$ cat src/rtl/motor_pkg.sv
// Shared constants and helpers for the motor PWM driver.
//   PWM_MAX / PWM_LAST_CNT : duty full scale and last counter value of a period
//   DUTY_W                 : width of duty and PWM counter values
//   DIR_FWD / DIR_REV      : direction encodings (FWD drives motor_in1)
//   ST_*                   : FSM state encodings
//   ramp_duty()            : one slew-limited step of applied duty toward a target
package motor_pkg;

    localparam int unsigned PWM_MAX      = 255;
    localparam int unsigned PWM_LAST_CNT = 254;
    localparam int unsigned DUTY_W       = $clog2(PWM_MAX + 1);

    localparam logic DIR_FWD = 1'b0;
    localparam logic DIR_REV = 1'b1;

    localparam logic [1:0] ST_IDLE = 2'd0;
    localparam logic [1:0] ST_RUN  = 2'd1;
    localparam logic [1:0] ST_STOP = 2'd2;
    localparam logic [1:0] ST_DEAD = 2'd3;

    // Move applied toward target by at most step; the upward sum is kept at
    // DUTY_W+1 bits so it saturates at target instead of wrapping.
    function automatic logic [DUTY_W-1:0] ramp_duty(
        input logic [DUTY_W-1:0] applied,
        input logic [DUTY_W-1:0] target,
        input logic [DUTY_W-1:0] step
    );
        logic [DUTY_W:0] up;
        up        = {1'b0, applied} + {1'b0, step};
        ramp_duty = applied;
        if (target > applied) begin
            ramp_duty = (up > {1'b0, target}) ? target : up[DUTY_W-1:0];
        end else if (target < applied) begin
            ramp_duty = ((applied - target) > step) ? (applied - step) : target;
        end
    endfunction

endpackage

$ cat src/rtl/pwm_timebase.sv
// PWM timebase: clock prescaler plus 0..PWM_LAST_CNT period counter.
//   clk, rst    : clock, asynchronous active-high reset
//   cnt         : current PWM count (registered)
//   tick_c      : prescaler at its last cycle, cnt advances on this clock
//   boundary_c  : tick on the last count, i.e. the final clock of a period
module pwm_timebase
    import motor_pkg::*;
#(
    parameter int unsigned CLK_DIV = 4
) (
    input  logic              clk,
    input  logic              rst,
    output logic [DUTY_W-1:0] cnt,
    output logic              tick_c,
    output logic              boundary_c
);

    localparam int unsigned       PRE_W    = (CLK_DIV > 1) ? $clog2(CLK_DIV) : 1;
    localparam logic [PRE_W-1:0]  PRE_LAST = PRE_W'(CLK_DIV - 1);
    localparam logic [DUTY_W-1:0] CNT_LAST = DUTY_W'(PWM_LAST_CNT);

    logic [PRE_W-1:0] prescaler;

    assign tick_c     = (prescaler == PRE_LAST);
    assign boundary_c = tick_c && (cnt == CNT_LAST);

    // Prescaler and period counter; the counter wraps after the last count.
    always_ff @(posedge clk or posedge rst) begin
        if (rst) begin
            prescaler <= '0;
            cnt       <= '0;
        end else begin
            prescaler <= tick_c ? '0 : prescaler + 1'b1;
            if (tick_c) begin
                cnt <= (cnt == CNT_LAST) ? '0 : cnt + 1'b1;
            end
        end
    end

endmodule

$ cat src/rtl/motor_pwm_driver.sv
// H-bridge PWM driver with period-aligned duty updates, per-period slew
// limiting and sequenced (ramp-down, dead time, re-drive) direction reversal.
//   clk, rst      : clock, asynchronous active-high reset
//   enable, dir   : run request and requested direction
//   pwm_duty      : target duty, 0 = 0 %, 255 = 100 %
//   motor_in1/2   : H-bridge inputs (forward drives in1, reverse drives in2)
//   pwm_out       : raw registered PWM waveform
//   applied_duty  : duty currently in effect
//   period_start  : one-clock pulse on the first cycle of each period
//   busy          : high while stopping or in the dead interval
module motor_pwm_driver
    import motor_pkg::*;
#(
    parameter int unsigned CLK_DIV      = 4,
    parameter int unsigned RAMP_STEP    = 8,
    parameter int unsigned DEAD_PERIODS = 2
) (
    input  logic              clk,
    input  logic              rst,
    input  logic              enable,
    input  logic              dir,
    input  logic [DUTY_W-1:0] pwm_duty,
    output logic              motor_in1,
    output logic              motor_in2,
    output logic              pwm_out,
    output logic [DUTY_W-1:0] applied_duty,
    output logic              period_start,
    output logic              busy
);

    localparam int unsigned       DEAD_W    = $clog2(DEAD_PERIODS + 1);
    localparam logic [DEAD_W-1:0] DEAD_LAST = DEAD_W'(DEAD_PERIODS);
    localparam logic [DUTY_W-1:0] STEP      = DUTY_W'(RAMP_STEP);

    logic [DUTY_W-1:0] cnt;
    logic              boundary;

    logic [1:0]        state, state_nxt;
    logic              dir_q, dir_q_nxt;
    logic [DEAD_W-1:0] dead_cnt, dead_cnt_nxt;
    logic [DUTY_W-1:0] applied_nxt;
    logic [DUTY_W-1:0] target;
    logic              pwm_c, drive_c;

    pwm_timebase #(
        .CLK_DIV(CLK_DIV)
    ) u_timebase (
        .clk       (clk),
        .rst       (rst),
        .cnt       (cnt),
        .tick_c    (),
        .boundary_c(boundary)
    );

    // FSM state and the registers it owns.
    always_ff @(posedge clk or posedge rst) begin
        if (rst) begin
            state        <= ST_IDLE;
            dir_q        <= DIR_FWD;
            dead_cnt     <= '0;
            applied_duty <= '0;
        end else begin
            state        <= state_nxt;
            dir_q        <= dir_q_nxt;
            dead_cnt     <= dead_cnt_nxt;
            applied_duty <= applied_nxt;
        end
    end

    // Next state, ramp and dead-time sequencing; all changes land on period
    // boundaries except leaving IDLE.
    always_comb begin
        state_nxt    = state;
        dir_q_nxt    = dir_q;
        dead_cnt_nxt = dead_cnt;
        applied_nxt  = applied_duty;
        target       = (state == ST_RUN) ? pwm_duty : '0;

        if (boundary) begin
            applied_nxt = ramp_duty(applied_duty, target, STEP);
        end

        case (state)
            ST_IDLE: begin
                applied_nxt = '0;
                if (enable) begin
                    state_nxt = ST_RUN;
                    dir_q_nxt = dir;
                end
            end
            ST_RUN: begin
                if (boundary && (!enable || (dir != dir_q))) begin
                    state_nxt = ST_STOP;
                end
            end
            ST_STOP: begin
                // Request restored before reaching zero: resume without dead time.
                if (boundary) begin
                    if (enable && (dir == dir_q)) begin
                        state_nxt = ST_RUN;
                    end else if (applied_nxt == '0) begin
                        state_nxt    = ST_DEAD;
                        dead_cnt_nxt = '0;
                    end
                end
            end
            ST_DEAD: begin
                if (boundary) begin
                    dead_cnt_nxt = dead_cnt + 1'b1;
                    if (dead_cnt_nxt == DEAD_LAST) begin
                        if (enable) begin
                            state_nxt = ST_RUN;
                            dir_q_nxt = dir;
                        end else begin
                            state_nxt = ST_IDLE;
                        end
                    end
                end
            end
            default: begin
                state_nxt = ST_IDLE;
            end
        endcase
    end

    assign pwm_c   = (cnt < applied_duty);
    assign drive_c = pwm_c && ((state == ST_RUN) || (state == ST_STOP));

    // Registered outputs; direction select is exclusive so in1/in2 never overlap.
    always_ff @(posedge clk or posedge rst) begin
        if (rst) begin
            pwm_out      <= 1'b0;
            motor_in1    <= 1'b0;
            motor_in2    <= 1'b0;
            period_start <= 1'b0;
            busy         <= 1'b0;
        end else begin
            pwm_out      <= pwm_c;
            motor_in1    <= drive_c && (dir_q == DIR_FWD);
            motor_in2    <= drive_c && (dir_q == DIR_REV);
            period_start <= boundary;
            busy         <= (state_nxt == ST_STOP) || (state_nxt == ST_DEAD);
        end
    end

endmodule

$ cat config.mk
export PLATFORM = sky130hd
export DESIGN_NAME = motor_pwm_driver
export DESIGN_NICKNAME = d
export VERILOG_FILES = /design/src/rtl/motor_pkg.sv /design/src/rtl/pwm_timebase.sv /design/src/rtl/motor_pwm_driver.sv
export SDC_FILE = /design/constraint.sdc
export NUM_CORES = 1
export LEC_CHECK = 0
export BUFFER_PORTS_ARGS = -buffer_cell sky130_fd_sc_hd__buf_2
export CAP_MARGIN = 20
export CORE_MARGIN = 2
export CORE_UTILIZATION = 45
export DETAILED_ROUTE_END_ITERATION = 6
export PLACE_DENSITY_LB_ADDON = 0.05
export REMOVE_ABC_BUFFERS = 1
export SYNTH_ARGS = -nofsm -noshare
export SYNTH_HDL_FRONTEND = slang
export SYNTH_HIERARCHICAL = 1
export SYNTH_SLANG_ARGS = --single-unit
$ cat constraint.sdc
create_clock -name clk -period 3.7 [get_ports clk]
set_input_delay 0.74 -clock clk [delete_from_list [all_inputs] [get_ports clk]]
set_output_delay 0.74 -clock clk [all_outputs]
set_load 0.03 [all_outputs]
* Yosys cells after proc, flatten, opt, wreduce, memory -nomap -nowiden
Index checks and enable logic that the tools add are counted.
** Word-level totals
- Register bits :: 28
- Bits of input ports :: 12
- Output and inout bits :: 13
- Logic and storage cells :: 81
** Cells by class
- Add/subtract/negate cells :: 6
- Order comparisons :: 5
- Equal/unequal tests :: 15
- Multiplexer cells :: 27
- Bitwise gates (word level) :: 1
- Reduce and logical (&&, ||, !) cells :: 16
** Operator list (number)
- 2-to-1 mux 8 bit :: 8
- 2-to-1 mux 2 bit :: 12
- < comparator 8 bit :: 2
- equality test 2 bit (second input constant) :: 6
- inequality test 2 bit (second input constant) :: 5
- adder 8 x 4 -> 9 bit (second input constant) :: 1
- > comparator 9 x 8 -> 1 bit :: 1
- adder 8 x 1 -> 8 bit (second input constant) :: 1
- equality test 8 bit (second input constant) :: 1
- > comparator 8 x 4 -> 1 bit (second input constant) :: 1
- > comparator 8 bit :: 1
- zero test 8 bit :: 1
- case mux 2 bit (4 select lines) :: 1
- subtractor 8 x 4 -> 8 bit (second input constant) :: 1
- subtractor 8 bit :: 1
- logical AND 1 bit :: 6
- AND reduction 5 bit :: 1
- adder 2 x 1 -> 2 bit (second input constant) :: 2
- 2-to-1 mux 1 bit :: 4
- case mux 2 bit (2 select lines) :: 1
- nonzero test 2 bit :: 2
- logical OR 1 bit :: 3
- AND reduction 3 bit :: 1
- equality test 2 x 1 -> 1 bit (second input constant) :: 1
- 6 further kinds :: 6

* Longest topological paths before layout
Gate-level depths: netlist of the first run.
- Depth after elaboration :: 15
- Depth in mapped cells :: 17
- Mapped depth without buffers :: 15

* Cells and area by module
Netlist of the first run, hierarchy kept.
** Modules (own cells, without submodules)
- motor_pwm_driver :: instances 1, cells an instance 267, area each 2124.5 um^2, sequential area each 425.4 um^2
- pwm_timebase :: instances 1, cells an instance 55, area each 541.8 um^2, sequential area each 250.2 um^2

* Worst setup path before layout of the first run
No wires, ideal clock.
- Path kind :: flip-flop to flip-flop
- Start :: reg busy (netlist name)
- End :: reg dead_cnt[0]
- Library setup time :: 0.136 ns
- Data arrival time :: 4.039 ns
- Data required time :: 3.564 ns
- Setup slack :: -0.476 ns
- Stages on the path, launching flop included :: 18
- Buffers on the path :: 2
- Period minus slack after synthesis :: 4.176 ns
- Path through :: dfrtp_1 > inv_1 > ha_1 > clkbuf_1 > and2_1 > inv_1 > ha_1 > nor2b_4 > o21a_1 > or4_1 > a221o_1 > buf_2 > o31ai_1 > nand2_1 > mux2_1 > nand4_1 > o31ai_1 > mux2i_1
** RTL lines
- end signal: assignment :: line motor_pwm_driver.sv:65 : dead_cnt <= dead_cnt_nxt;
- end: declaration :: line motor_pwm_driver.sv:40 : logic [DEAD_W-1:0] dead_cnt, dead_cnt_nxt;

==> summary.md, run 1 <==
| Metric | Value |
|---|---|
| Setup Total Neg Slack | 0 ns |
| Synth top area share | between 20% and 30% |
| Worst reg2reg path depth | 14 |
| R2R Path End | dead_cnt[0]$_DFFE_PP0P_ |
| Syn avg cell area | ~8.3 sq um |
| Final GP Congestion | about 0.94 |
| Yosys cell types | 60 |
| CTS tree | yes |
| Largest net degree at the start of global routing | 18 |
| WL per Instance | approximately 16 um |
| Clock root buffer | clkbuf_8 |
| Buf/Inv on CP | 2 |
| Cell Rows | 28 |
| Max Buffers Root-to-Sink | 2 |
| Flops & latches, synth | 27 |
| Core Box Area | 5820 sq um |
| Chain of cells forming the critical path | inv_2 -> ha_4 -> buf_6 -> nand2_1 -> ha_4 -> a21o_1 -> or4_1 -> a221o_1 -> a221o_1 -> o32a_1 -> nor2_1 -> nand4_1 -> o31a_1 -> mux2i_1 |
| Clock Power Share | about a third |
| Primary FF master, synth | dfrtp_1 |
| Reg clk slew, reported paths | 0.09 ns |
| Die H | a little over 80 um |
| Ranking of synthesized cells by area | dfrtp_1 (25%), ha_1 (15%), a21oi_1 (4.5%) |
| Worst EP required | roughly 3.9 ns |
| Stages on worst setup path | 14 |
| Final net count | 448 |
| Slowest CP cell | or4_1 |
| Measured slew at the worst slew-check pin | roughly 0.66 ns |
| Ys Warns | 6 |
| # port buffers | 24 |
| Vias in the first global route | between 2000 and 3000 |
| Reg-to-reg startpoint | busy$_DFF_PP0_ |
| Synth-to-Final Area Change | 33.1% |
| Slew Limit Fails | 0 |
| TritonCTS Buffers | 3 |
| CTS Hold Buffers Added | 0 |
| Final Skew | 0.00212 ns |
| Crit path max fanout | 6 |
| Share of layout cells above drive strength 1 | 30.8% |
| Crit. End Element | flop |
| Grt ovf | 0 |
| GRT Total Usage | 24.6% |
| RSZ-0062 raised after global routing | yes |
| Sequential fraction of the synthesis area | between 20% and 30% |
| CP Launch Type | flop |
| Final wirelength | ~7.6 mm |
| Max Cap Violations | 0 |
| Switch share | about a fifth |
| Clock period minus worst slack | 3.67 ns |
| Leading cell type in the layout, fill and taps excluded | buf_4 |
| DPL Wire Length | a little under 6 mm |
| Clock sink count | 27 |
| Initial antenna violation count | 0 |
| Global-route wire length before repair | 12.6 mm |
| Area of the mapped netlist | ~2700 sq um |
| DRT Pass-1 Iters | 4 |
| Async SR Flop Fraction | between 90% and 100% |
| I/O pins | 25 |
| Cells after Synth | around 320 |
| Flop pwr share | between 60% and 70% |
| Yosys top cell by area | dfrtp_1 |
| Fmax | 272 MHz |
| NetSw | roughly 0.1 mW |
| EDFF count, synth | 0 |
| H-tree depth | 1 |
| Leakage power | around 1.6 nW |
| Cell Pwr Density | between 100 and 150 nW/um^2 |
| Cell family with most CP delay | compound AO/OA/AOI/OAI gates |
| Commonest non-fill, non-tap cells in the layout | buf_4 (61), dfrtp_1 (27), nand2_1 (25) |
| Initial drt markers | between 100 and 150 |
| Final hold vios | 0 |
| Hold crit path type | input pin to async pin |
| CP arrival | approximately 3.9 ns |
| Die width | slightly above 80 um |
| Comb pwr share | about 2.9% |
| Slew Limit Headroom | 55.9% |
| Peak supply drop | around 210 uV |
| Setup violators final | 0 |
| N_diodes | 0 |
| Max incr delay on CP | about 0.52 ns |
| Fin crit share | between 90% and 100% |
| DR vias/cell | between 5 and 6 |
| Clk_lat worst skew | 0.27 ns |
| Drt drc | 0 |
| Fin util | about three fifths |
| Worst Setup Path Type | flop to flop |
| P_int | 0.375 mW |
| Initial Util | between 40% and 50% |
| Antenna-violating nets left | 0 |
| Status | finished clean |
| Die area | approximately 6600 sq um |
| Via count | 2795 |
| R2r setup slk | roughly 0.027 ns |
==> metal layers <==
layer  up-vias  global-route usage, %  share of wire [%]
li1       1374                      -                  -
met1      1317                   31.1                 45
met2        86                   44.1                 49
met3        18                   1.33                3.0
met4         0                   9.15                3.0
met5         -                      0                  0
==> metrics by stage <==
| stage | setup WS, ns | std cells | hold WS, ns | power [mW] | area (sq um) |
|---|---|---|---|---|---|
| after detailed placement | -0.308 | 471 | 0.424 | 0.315 | 3290 |
| final | 0.0271 | 478 | 0.435 | 0.475 | 3550 |
| after global placement | -0.268 | 471 | 0.414 | 0.314 | 3290 |
| after CTS | -0.124 | 477 | 0.437 | 0.481 | 3500 |
| after floorplan | -0.483 | 312 | 0.403 | 0.306 | 2630 |
| after global routing | -0.145 | 478 | 0.463 | 0.496 | 3550 |
==> logic make-up (layout without fill, tap and decap cells) <==
family / Yosys count / in the layout / share of synthesized area, %
AO/OA/AOI/OAI: 108 / 108 / 28.8
XOR/XNOR: 8 / 8 / 2.63
adder cells (fa/ha/maj): 32 / 32 / 15.0
buffers and inverters: 36 / 117 / 5.21
flip-flops: 27 / 27 / 25.3
multiplexers: 7 / 7 / 2.82
AND/OR/NAND/NOR: 104 / 104 / 20.2
==> synth_stat cells, types with 6 or more instances <==
master	instances
nor3_1	11
nand2b_1	6
clkbuf_1	6
o31ai_1	9
ha_1	32
nand3_1	9
nor2_1	20
inv_1	26
o21ai_0	13
a21o_1	9
dfrtp_1	27
nand2_1	26
a21oi_1	24
and2_1	6
==> flip-flops by register name, indices dropped and copies added (netlist names) <==
| signal | cells |
|---|---|
| u_timebase/prescaler | 2 |
| motor_in2 | 1 |
| pwm_out | 1 |
| motor_in1 | 1 |
| u_timebase/cnt | 8 |
| applied_duty | 8 |
| period_start | 1 |
| busy | 1 |
| state | 1 |
| dead_cnt | 2 |
| dir_q | 1 |
==> worst max-delay path by stage <==
stage / from / to / slack [ns]
global placement: pwm_duty[1] / dead_cnt[0]$_DFFE_PP0P_ / -0.27
global route: busy$_DFF_PP0_ / dead_cnt[0]$_DFFE_PP0P_ / -0.15
finish: busy$_DFF_PP0_ / dead_cnt[0]$_DFFE_PP0P_ / 0.03
detailed placement: pwm_duty[1] / dead_cnt[1]$_DFFE_PP0P_ / -0.31
CTS: busy$_DFF_PP0_ / dead_cnt[1]$_DFFE_PP0P_ / -0.12
floorplan: busy$_DFF_PP0_ / dead_cnt[0]$_DFFE_PP0P_ / -0.48
==> area by class of cell <==
class	instances	area (sq um)
multi-input cells	259	2030
well taps	75	93.8
inverters	26	100
clock buffers	3	41.3
flip-flops and latches	27	676
repair buffers	87	601
clock inverters	1	5.00
fillers	531	2270
==> repair_timing <==
action | in CTS | in global routing
gates resized for setup | 25 | 7
setup endpoints to repair | 4 | 4
pin swaps | 10 | 8
buffers inserted | 2 | 1
gates cloned | 0 | 0
==> power by group through the flow <==
stage | sequential, mW | clock [mW] | combinational, mW
after detailed placement | 0.301 | 0 | 0.0141
after floorplan | 0.301 | 0 | 0.00550
final | 0.295 | 0.167 | 0.0138
after CTS | 0.295 | 0.172 | 0.0144
after global routing | 0.295 | 0.185 | 0.0162
after global placement | 0.301 | 0 | 0.0138
No activity file was read; power rests on OpenSTA's default activity.
==> run 2, diff against run 1 <==
==> constraint.sdc (replaced) <==
create_clock -name clk -period 3.7 [get_ports clk]
set_input_delay 0 -clock clk [delete_from_list [all_inputs] [get_ports clk]]
set_output_delay 0 -clock clk [all_outputs]
set_load 0.03 [all_outputs]
==> run 2 against run 1 <==
Effect of this change: the run now ends with negative setup slack left; flip-flop and latch count is the same; power is 0.35% higher; worst setup slack worse by 0.029 ns; register-to-register slack got worse by 0.03 ns; global-route usage fell by 0.65 points; critical path depth grew 1; wire length down 0.66%; die area is the same; combinational power up 15%; critical path type unchanged; critical endpoint unchanged; largest cell class unchanged; highest routed layer unchanged.
==> summary.md, run 2 (synthesized netlist as in run 1, its figures left out) <==
| Metric | Value |
|---|---|
| Final Skew | 0.00254 ns (was 0.00212 ns) |
| Final wirelength | 7.55 mm (was 7.60 mm) |
| Min-Delay Startpoint | enable |
| Fin util | 60.4% (was 61.0%) |
| Core Box Area | 5820 sq um (unchanged) |
| DRT Pass-1 Iters | 5 (was 4) |
| N_diodes | 0 (unchanged) |
| NetSw | 0.0986 mW (was 0.100 mW) |
| Initial drt markers | 233 (was 127) |
| Dpl cell area | 3260 sq um (was 3290 sq um) |
| Status | finished, violations left (was finished clean) |
| Worst Hold Path EP | state[0]$_DFF_PP0_ |
| Clock root buffer | clkbuf_8 (unchanged) |
| Worst EP required | 3.90 ns (about the same) |
| Worst Setup Path Type | flop to flop (unchanged) |
| Leading cell type in the layout, fill and taps excluded | buf_4 (unchanged) |
| Setup violators final | 2 (was 0) |
| Hold crit path type | input pin to flop (was input pin to async pin) |
| Drt drc | 0 (unchanged) |
| Biggest regs | applied_duty: 8 flops, u_timebase/cnt: 8 flops (unchanged) |
| Finished Layout Cells | 477 (was 478) |
| Violated checks | negative setup slack |
| Reg-to-reg startpoint | busy$_DFF_PP0_ (unchanged) |
| R2r setup slk | -0.002 ns (was 0.03 ns) |
| Clk_lat worst skew | 0.27 ns (about the same) |
| Switch share | 20.7% (was 21.1%) |
| Crit. End Element | flop (unchanged) |
| GRT Total Usage | 24.0% (was 24.6%) |
| Final net count | 447 (was 448) |
| Die H | 81.0 um (unchanged) |
| Fill cells | 538 (was 531) |
| # port buffers | 24 (unchanged) |
| Peak supply drop | 192 uV (was 211 uV) |
| Crit path max fanout | 4 (was 6) |
| Slew Limit Headroom | 53.4% (was 55.9%) |
| PnR worst setup slack | -0.00166 ns (was 0.0271 ns) |
| Leakage power | 1.63 nW (was 1.64 nW) |
| P_int | 0.378 mW (was 0.375 mW) |
| DR vias/cell | 5.87 (was 5.85) |
| Largest net degree at the start of global routing | 18 (unchanged) |
| Cells after DPL | 467 (was 471) |
| Fmax | 270 MHz (was 272 MHz) |
| Max Cap Violations | 0 (unchanged) |
| CP arrival | 3.91 ns (was 3.87 ns) |
| Cell Rows | 28 (unchanged) |
| Measured slew at the worst slew-check pin | 0.697 ns (was 0.661 ns) |
| Vias in the first global route | 2613 (was 2740) |
| Comb pwr share | 3.3% (was 2.9%) |
| DPL Wire Length | 5.86 mm (was 5.90 mm) |
| Initial Util | 45.8% (unchanged) |
| Initial antenna violation count | 0 (unchanged) |
| Clock period minus worst slack | 3.70 ns (was 3.67 ns) |
| Hold path depth | 3 |
| Clock sink count | 27 (unchanged) |
| Global-route wire length before repair | 12.2 mm (was 12.6 mm) |
| Commonest non-fill, non-tap cells in the layout | buf_4 (58), dfrtp_1 (26), ha_1 (24), buf_2 (24) (was buf_4 (61), dfrtp_1 (27), nand2_1 (25)) |
| Clock Power Share | 34.8% (was 35.1%) |
| Reg clk slew, reported paths | 0.09 ns (about the same) |
| Grt ovf | 0 (unchanged) |
| Share of layout cells above drive strength 1 | 30.1% (was 30.8%) |
| CP Launch Type | flop (unchanged) |
| Antenna-violating nets left | 0 (unchanged) |
| Synth-to-Final Area Change | 31.8% (was 33.1%) |
| TritonCTS Buffers | 3 (unchanged) |
| Worst reg2reg path depth | 15 (was 14) |
| Via count | 2798 (was 2795) |
| R2R Path End | dead_cnt[0]$_DFFE_PP0P_ (unchanged) |
| Design area | 3510 sq um (was 3550 sq um) |
| Flop pwr share | 61.8% (was 62.0%) |
| Final GP Congestion | 0.913 (was 0.944) |
| Die area | 6560 sq um (unchanged) |
| Max Buffers Root-to-Sink | 2 (unchanged) |
| Slew Limit Fails | 0 (unchanged) |
| H-tree depth | 1 (unchanged) |
| Die width | 81.0 um (unchanged) |
| WL per Instance | 15.8 um (was 15.9 um) |
| Fin crit share | 100% (was 99.3%) |
| CTS tree | yes (unchanged) |
| Final hold vios | 0 (unchanged) |
| Cell Pwr Density | 136 nW/um^2 (was 134 nW/um^2) |
| I/O pins | 25 (unchanged) |
| RSZ-0062 raised after global routing | yes (unchanged) |
[run 2: layer usage]
| metal | track usage, % | up-vias | wire [um] |
|---|---|---|---|
| met5 | 0 | - | 0 |
| met4 | 7.12 | 0 | 188 |
| met3 | 1.22 | 21 | 384 |
| met2 | 42.0 | 116 | 3600 |
| met1 | 31.9 | 1298 | 3370 |
| li1 | - | 1363 | - |
[run 2: power by group through the flow]
stage | registers [mW] | clock network (mW) | logic, mW
after floorplan | 0.301 | 0 | 0.00550
after global placement | 0.301 | 0 | 0.0138
after detailed placement | 0.301 | 0 | 0.0141
after CTS | 0.295 | 0.171 | 0.0162
after global routing | 0.295 | 0.182 | 0.0184
final | 0.295 | 0.166 | 0.0159
[run 2: worst max-delay path by stage]
stage | endpoint | slack (ns) | start
after floorplan | dead_cnt[0]$_DFFE_PP0P_ | -0.48 | busy$_DFF_PP0_
after global placement | dead_cnt[0]$_DFFE_PP0P_ | -0.06 | busy$_DFF_PP0_
after detailed placement | dead_cnt[1]$_DFFE_PP0P_ | -0.17 | busy$_DFF_PP0_
after CTS | dead_cnt[1]$_DFFE_PP0P_ | -0.1 | busy$_DFF_PP0_
after global routing | dead_cnt[1]$_DFFE_PP0P_ | -0.17 | busy$_DFF_PP0_
final | dead_cnt[0]$_DFFE_PP0P_ | -0.002 | busy$_DFF_PP0_
[run 2: critical path: stages, from the launching register on]
cell and delay (ns):
dfrtp_1 0.39, inv_2 0.08, ha_4 0.15, and2_4 0.16, inv_4 0.04, ha_4 0.23
nor2b_4 0.12, o21a_1 0.18, or4_1 0.50, a221o_1 0.36, a221o_1 0.33, o32a_1 0.35
nor2_1 0.10, nand4_1 0.17, o31a_1 0.35, mux2i_1 0.12
[run 2: repair_timing]
item | in CTS | in global routing
hold buffers | 2 | 0
setup endpoints to repair | 4 | 4
buffers inserted | 2 | 2
pin swaps | 8 | 10
gates resized for setup | 19 | 12
hold endpoints to repair | 28 | 0
[run 2: layout make-up]
class	instances	area [sq um]	area share, %
multi-input combinational	259	2000	56.9
inverter	26	100	2.85
clock buffer	4	45.0	1.28
tap	75	93.8	2.67
sequential	27	677	19.3
timing repair buffer	86	598	17.0
[run 2: per-stage QoR]
step           hold WS, ns  setup slack [ns]  TNS [ns]  power, mW
2_1_floorplan       -0.160            -0.483     -1.40      0.306
3_5_place_dp        0.0158            -0.168    -0.390      0.315
3_3_place_gp        0.0102           -0.0648    -0.134      0.314
6_report            0.0912          -0.00166  -0.00213      0.477
4_1_cts             0.0851           -0.0957    -0.172      0.482
5_1_grt              0.110            -0.174    -0.442      0.496
==> run 3, diff against run 2 <==
ABC_AREA = 1   (was not set)
==> run 3 against run 2 <==
Effect of this change: the run now ends clean; via count fell by 7.0%; first-iteration DRC count down 11%; flip-flop and latch count unchanged; power grew to 3.3 times the previous value; fmax is 9.4% higher; global-route usage down 2.7 points; register-to-register slack better by 0.32 ns; die area grew 4.0%; final area down 13%; clock skew is 0.0020 ns higher; critical path depth grew 6; highest routed layer unchanged.
==> summary.md, run 3 <==
| Metric | Value |
|---|---|
| I/O pins | 25 (unchanged) |
| Primary FF master, synth | dfrtp_1 (unchanged) |
| Share of layout cells above drive strength 1 | 16.8% (was 30.1%) |
| Max incr delay on CP | 0.45 ns (was 0.50 ns) |
| Clock sink count | 27 (unchanged) |
| Synth-to-Final Area Change | 10.0% (was 31.8%) |
| Area of the mapped netlist | 2780 sq um (was 2670 sq um) |
| Ranking of synthesized cells by area | dfrtp_1 (24%), nand2_1 (17%), ha_1 (14%) (was dfrtp_1 (25%), ha_1 (15%), a21oi_1 (4.5%)) |
| RSZ-0062 raised after global routing | no (was yes) |
| Grt ovf | 0 (unchanged) |
| Setup WS pre-CTS | 0.0456 ns (was -0.168 ns) |
| # port buffers | 24 (unchanged) |
| Clk_lat worst skew | 0.28 ns (was 0.27 ns) |
| Worst Setup Path Type | flop to flop (unchanged) |
| Max Cap Violations | 0 (unchanged) |
| PnR worst setup slack | 0.317 ns (was -0.00166 ns) |
| Die H | 82.6 um (was 81.0 um) |
| Final GP Congestion | 0.849 (was 0.913) |
| Vias in the first global route | 2430 (was 2613) |
| Slew Limit Fails | 0 (unchanged) |
| Crit path max fanout | 11 (was 4) |
| Cell Rows | 28 (unchanged) |
| Buf/Inv on CP | 2 (unchanged) |
| Sequential fraction of the synthesis area | 24.3% (was 25.3%) |
| Flops & latches, synth | 27 (unchanged) |
| Yosys top cell by area | dfrtp_1 (unchanged) |
| DR vias/cell | 5.05 (was 5.87) |
| Yosys cell types | 35 (was 60) |
| CTS tree | yes (unchanged) |
| CP arrival | 3.56 ns (was 3.91 ns) |
| H-tree depth | 1 (unchanged) |
| Commonest non-fill, non-tap cells in the layout | nand2_1 (128), inv_1 (48), nor2_1 (40) (was buf_4 (58), dfrtp_1 (26), ha_1 (24), buf_2 (24)) |
| Core Box Area | 5960 sq um (was 5820 sq um) |
| Measured slew at the worst slew-check pin | 0.682 ns (was 0.697 ns) |
| Largest net degree at the start of global routing | 18 (unchanged) |
| Slew Limit Headroom | 54.5% (was 53.4%) |
| Final Skew | 0.00454 ns (was 0.00254 ns) |
| Fill cells | 641 (was 538) |
| WHS | 0.00662 ns (was 0.0912 ns) |
| Cell family with most CP delay | simple AND/OR/NAND/NOR gates (was compound AO/OA/AOI/OAI gates) |
| CP Launch Type | flop (unchanged) |
| Initial drt markers | 208 (was 233) |
| Max Buffers Root-to-Sink | 2 (unchanged) |
| DPL Wire Length | 5.48 mm (was 5.86 mm) |
| Synth cell count leaders | nand2_1 (128), inv_1 (48), nor2_1 (40) (was ha_1 (32), dfrtp_1 (27), inv_1 (26), nand2_1 (26), a21oi_1 (24)) |
| Via count | 2602 (was 2798) |
| Biggest regs | applied_duty: 8 flops, u_timebase/cnt: 8 flops (unchanged) |
| EDFF count, synth | 0 (unchanged) |
| WL per Instance | 13.2 um (was 15.8 um) |
| Final hold vios | 0 (unchanged) |
| Status | finished clean (was finished, violations left) |
| Initial antenna violation count | 0 (unchanged) |
| Fmax | 296 MHz (was 270 MHz) |
| Drt drc | 0 (unchanged) |
| Antenna-violating nets left | 0 (unchanged) |
| Peak supply drop | 423 uV (was 192 uV) |
| N_diodes | 0 (unchanged) |
| Synth top area share | 24.3% (was 25.3%) |
| Cell Pwr Density | 522 nW/um^2 (was 136 nW/um^2) |
| Cells after Synth | 413 (was 322) |
| Die area | 6820 sq um (was 6560 sq um) |
| Setup violators final | 0 (was 2) |
| Most used cell along the critical path | nand2_1 |
| Final net count | 485 (was 447) |
| Final wirelength | 6.81 mm (was 7.55 mm) |
| Hold crit path type | input pin to flop (unchanged) |
| Reg clk slew, reported paths | 0.09 ns (about the same) |
| Worst EP required | 3.88 ns (was 3.90 ns) |
| Chain of cells forming the critical path | inv_1 -> ha_4 -> nand2_1 -> ha_1 -> a21oi_2 -> o21a_1 -> nand2_4 -> inv_6 -> nor2_8 -> nand3_4 -> nand2_1 -> a21oi_1 -> nand2_1 -> nand2_1 -> nand2_1 -> nor2_2 -> nand2_2 -> o22ai_2 -> nand2_1 -> nand2_1 -> nand2_1 (was inv_2 -> ha_4 -> and2_4 -> inv_4 -> ha_4 -> nor2b_4 -> o21a_1 -> or4_1 -> a221o_1 -> a221o_1 -> o32a_1 -> nor2_1 -> nand4_1 -> o31a_1 -> mux2i_1) |
| Slowest CP cell | dfrtp_1 (was or4_1) |
| Leakage power | 1.74 nW (was 1.63 nW) |
| Global-route wire length before repair | 11.2 mm (was 12.2 mm) |
| Leading cell type in the layout, fill and taps excluded | nand2_1 (was buf_4) |
| Fin crit share | 91.4% (was 100%) |
| Setup Total Neg Slack | 0 ns (was -0.00213 ns) |
| DRT Pass-1 Iters | 4 (was 5) |
| Clock root buffer | clkbuf_8 (unchanged) |
| Ys Warns | 6 (unchanged) |
| Crit. End Element | flop (unchanged) |
| Die width | 82.6 um (was 81.0 um) |
| Initial Util | 46.6% (was 45.8%) |
| Async SR Flop Fraction | 100% (unchanged) |
| GRT Total Usage | 21.2% (was 24.0%) |
| Most common cell in the netlist | nand2_1 (was ha_1) |
| TritonCTS Buffers | 3 (unchanged) |
| Overall power | 1.59 mW (was 0.477 mW) |
| Clock period minus worst slack | 3.38 ns (was 3.70 ns) |
| Syn avg cell area | 6.73 sq um (was 8.28 sq um) |
run 3: cell count changes in the layout (fill, tap and decap cells not counted), moves of 6 or more:
| cell | previous run | this run |
|---|---|---|
| ha_1 | 24 | 30 |
| nor2_1 | 20 | 40 |
| a21o_1 | 9 | 0 |
| nand2_2 | 3 | 14 |
| buf_4 | 58 | 2 |
| inv_1 | 23 | 48 |
| nand2b_1 | 6 | 0 |
| nand2_1 | 23 | 128 |
| o31ai_1 | 7 | 1 |
| o21ai_0 | 13 | 6 |
| nand3_1 | 9 | 32 |
run 3: worst paths after layout:
check	cells past startpoint	from	slack, ns	end
max	21	busy$_DFF_PP0_	0.32	dead_cnt[0]$_DFFE_PP0P_
min	3	enable	0.007	state[0]$_DFF_PP0_
max reg2reg	21	busy$_DFF_PP0_	0.32	dead_cnt[0]$_DFFE_PP0P_
min reg2reg	1	dir_q$_DFFE_PP0P_	0.43	motor_in1$_DFF_PP0_
max in group asynchronous	3	rst	2.90	applied_duty[6]$_DFF_PP0_
min in group asynchronous	3	rst	0.23	u_timebase/prescaler[1]$_DFF_PP0_
run 3: metrics by stage:
stage / instances / utilization, % / instance area [sq um]
after floorplan: 409 / - / 2750
after global placement: 510 / 50.0 / 2980
after detailed placement: 510 / 50.0 / 2980
after CTS: 515 / 51.0 / 3040
after global routing: 515 / 51.3 / 3060
final: 515 / 51.3 / 3060
run 3: tightest hold or removal path, stage by stage:
cell	delay, ns
buf_2	0.10
nor3_1	0.06
a21oi_2	0.09
run 3: area by class of cell:
cell class / instances / area, sq um / area share (%)
Clock inverter: 1 / 5.00 / 0.164
Tap cell: 75 / 93.8 / 3.07
Multi-Input combinational cell: 323 / 1870 / 61.1
Sequential cell: 27 / 676 / 22.1
Clock buffer: 3 / 41.3 / 1.35
Inverter: 59 / 229 / 7.49
Timing Repair Buffer: 27 / 145 / 4.75
run 3: repair_timing:
item | CTS | global route
hold buffers | 1 | 0
endpoints found under the hold margin | 27 | 0
setup endpoints to repair | 0 | 4
buffers inserted | 0 | 0
gates resized for setup | 0 | 4
run 3: report_power, final:
part           internal [mW]  switching, mW  total, mW
registers              0.317         0.0240      0.341
logic                  0.344          0.739       1.08
clock network         0.0756         0.0945      0.170
run 3: cells by family (layout without fill, tap and decap cells):
family	count (synthesis)	count (layout)	share of synthesized area, %
adders and majority gates	32	32	14.4
AOI/OAI and AO/OA	42	42	9.10
DFF	27	27	24.3
and+or+nand+nor	243	243	41.1
xor gates and xnor gates	6	6	1.89
buffers and inverters	63	90	9.19
run 3: routing by layer:
metal	share of wire (%)	track usage, %	routed length, um	vias up
li1	-	-	-	1376
met1	45	26.6	3080	1172
met2	50	39.0	3430	46
met3	3.0	1.63	204	8
met4	1.3	5.74	89	0
met5	0	0	0	-
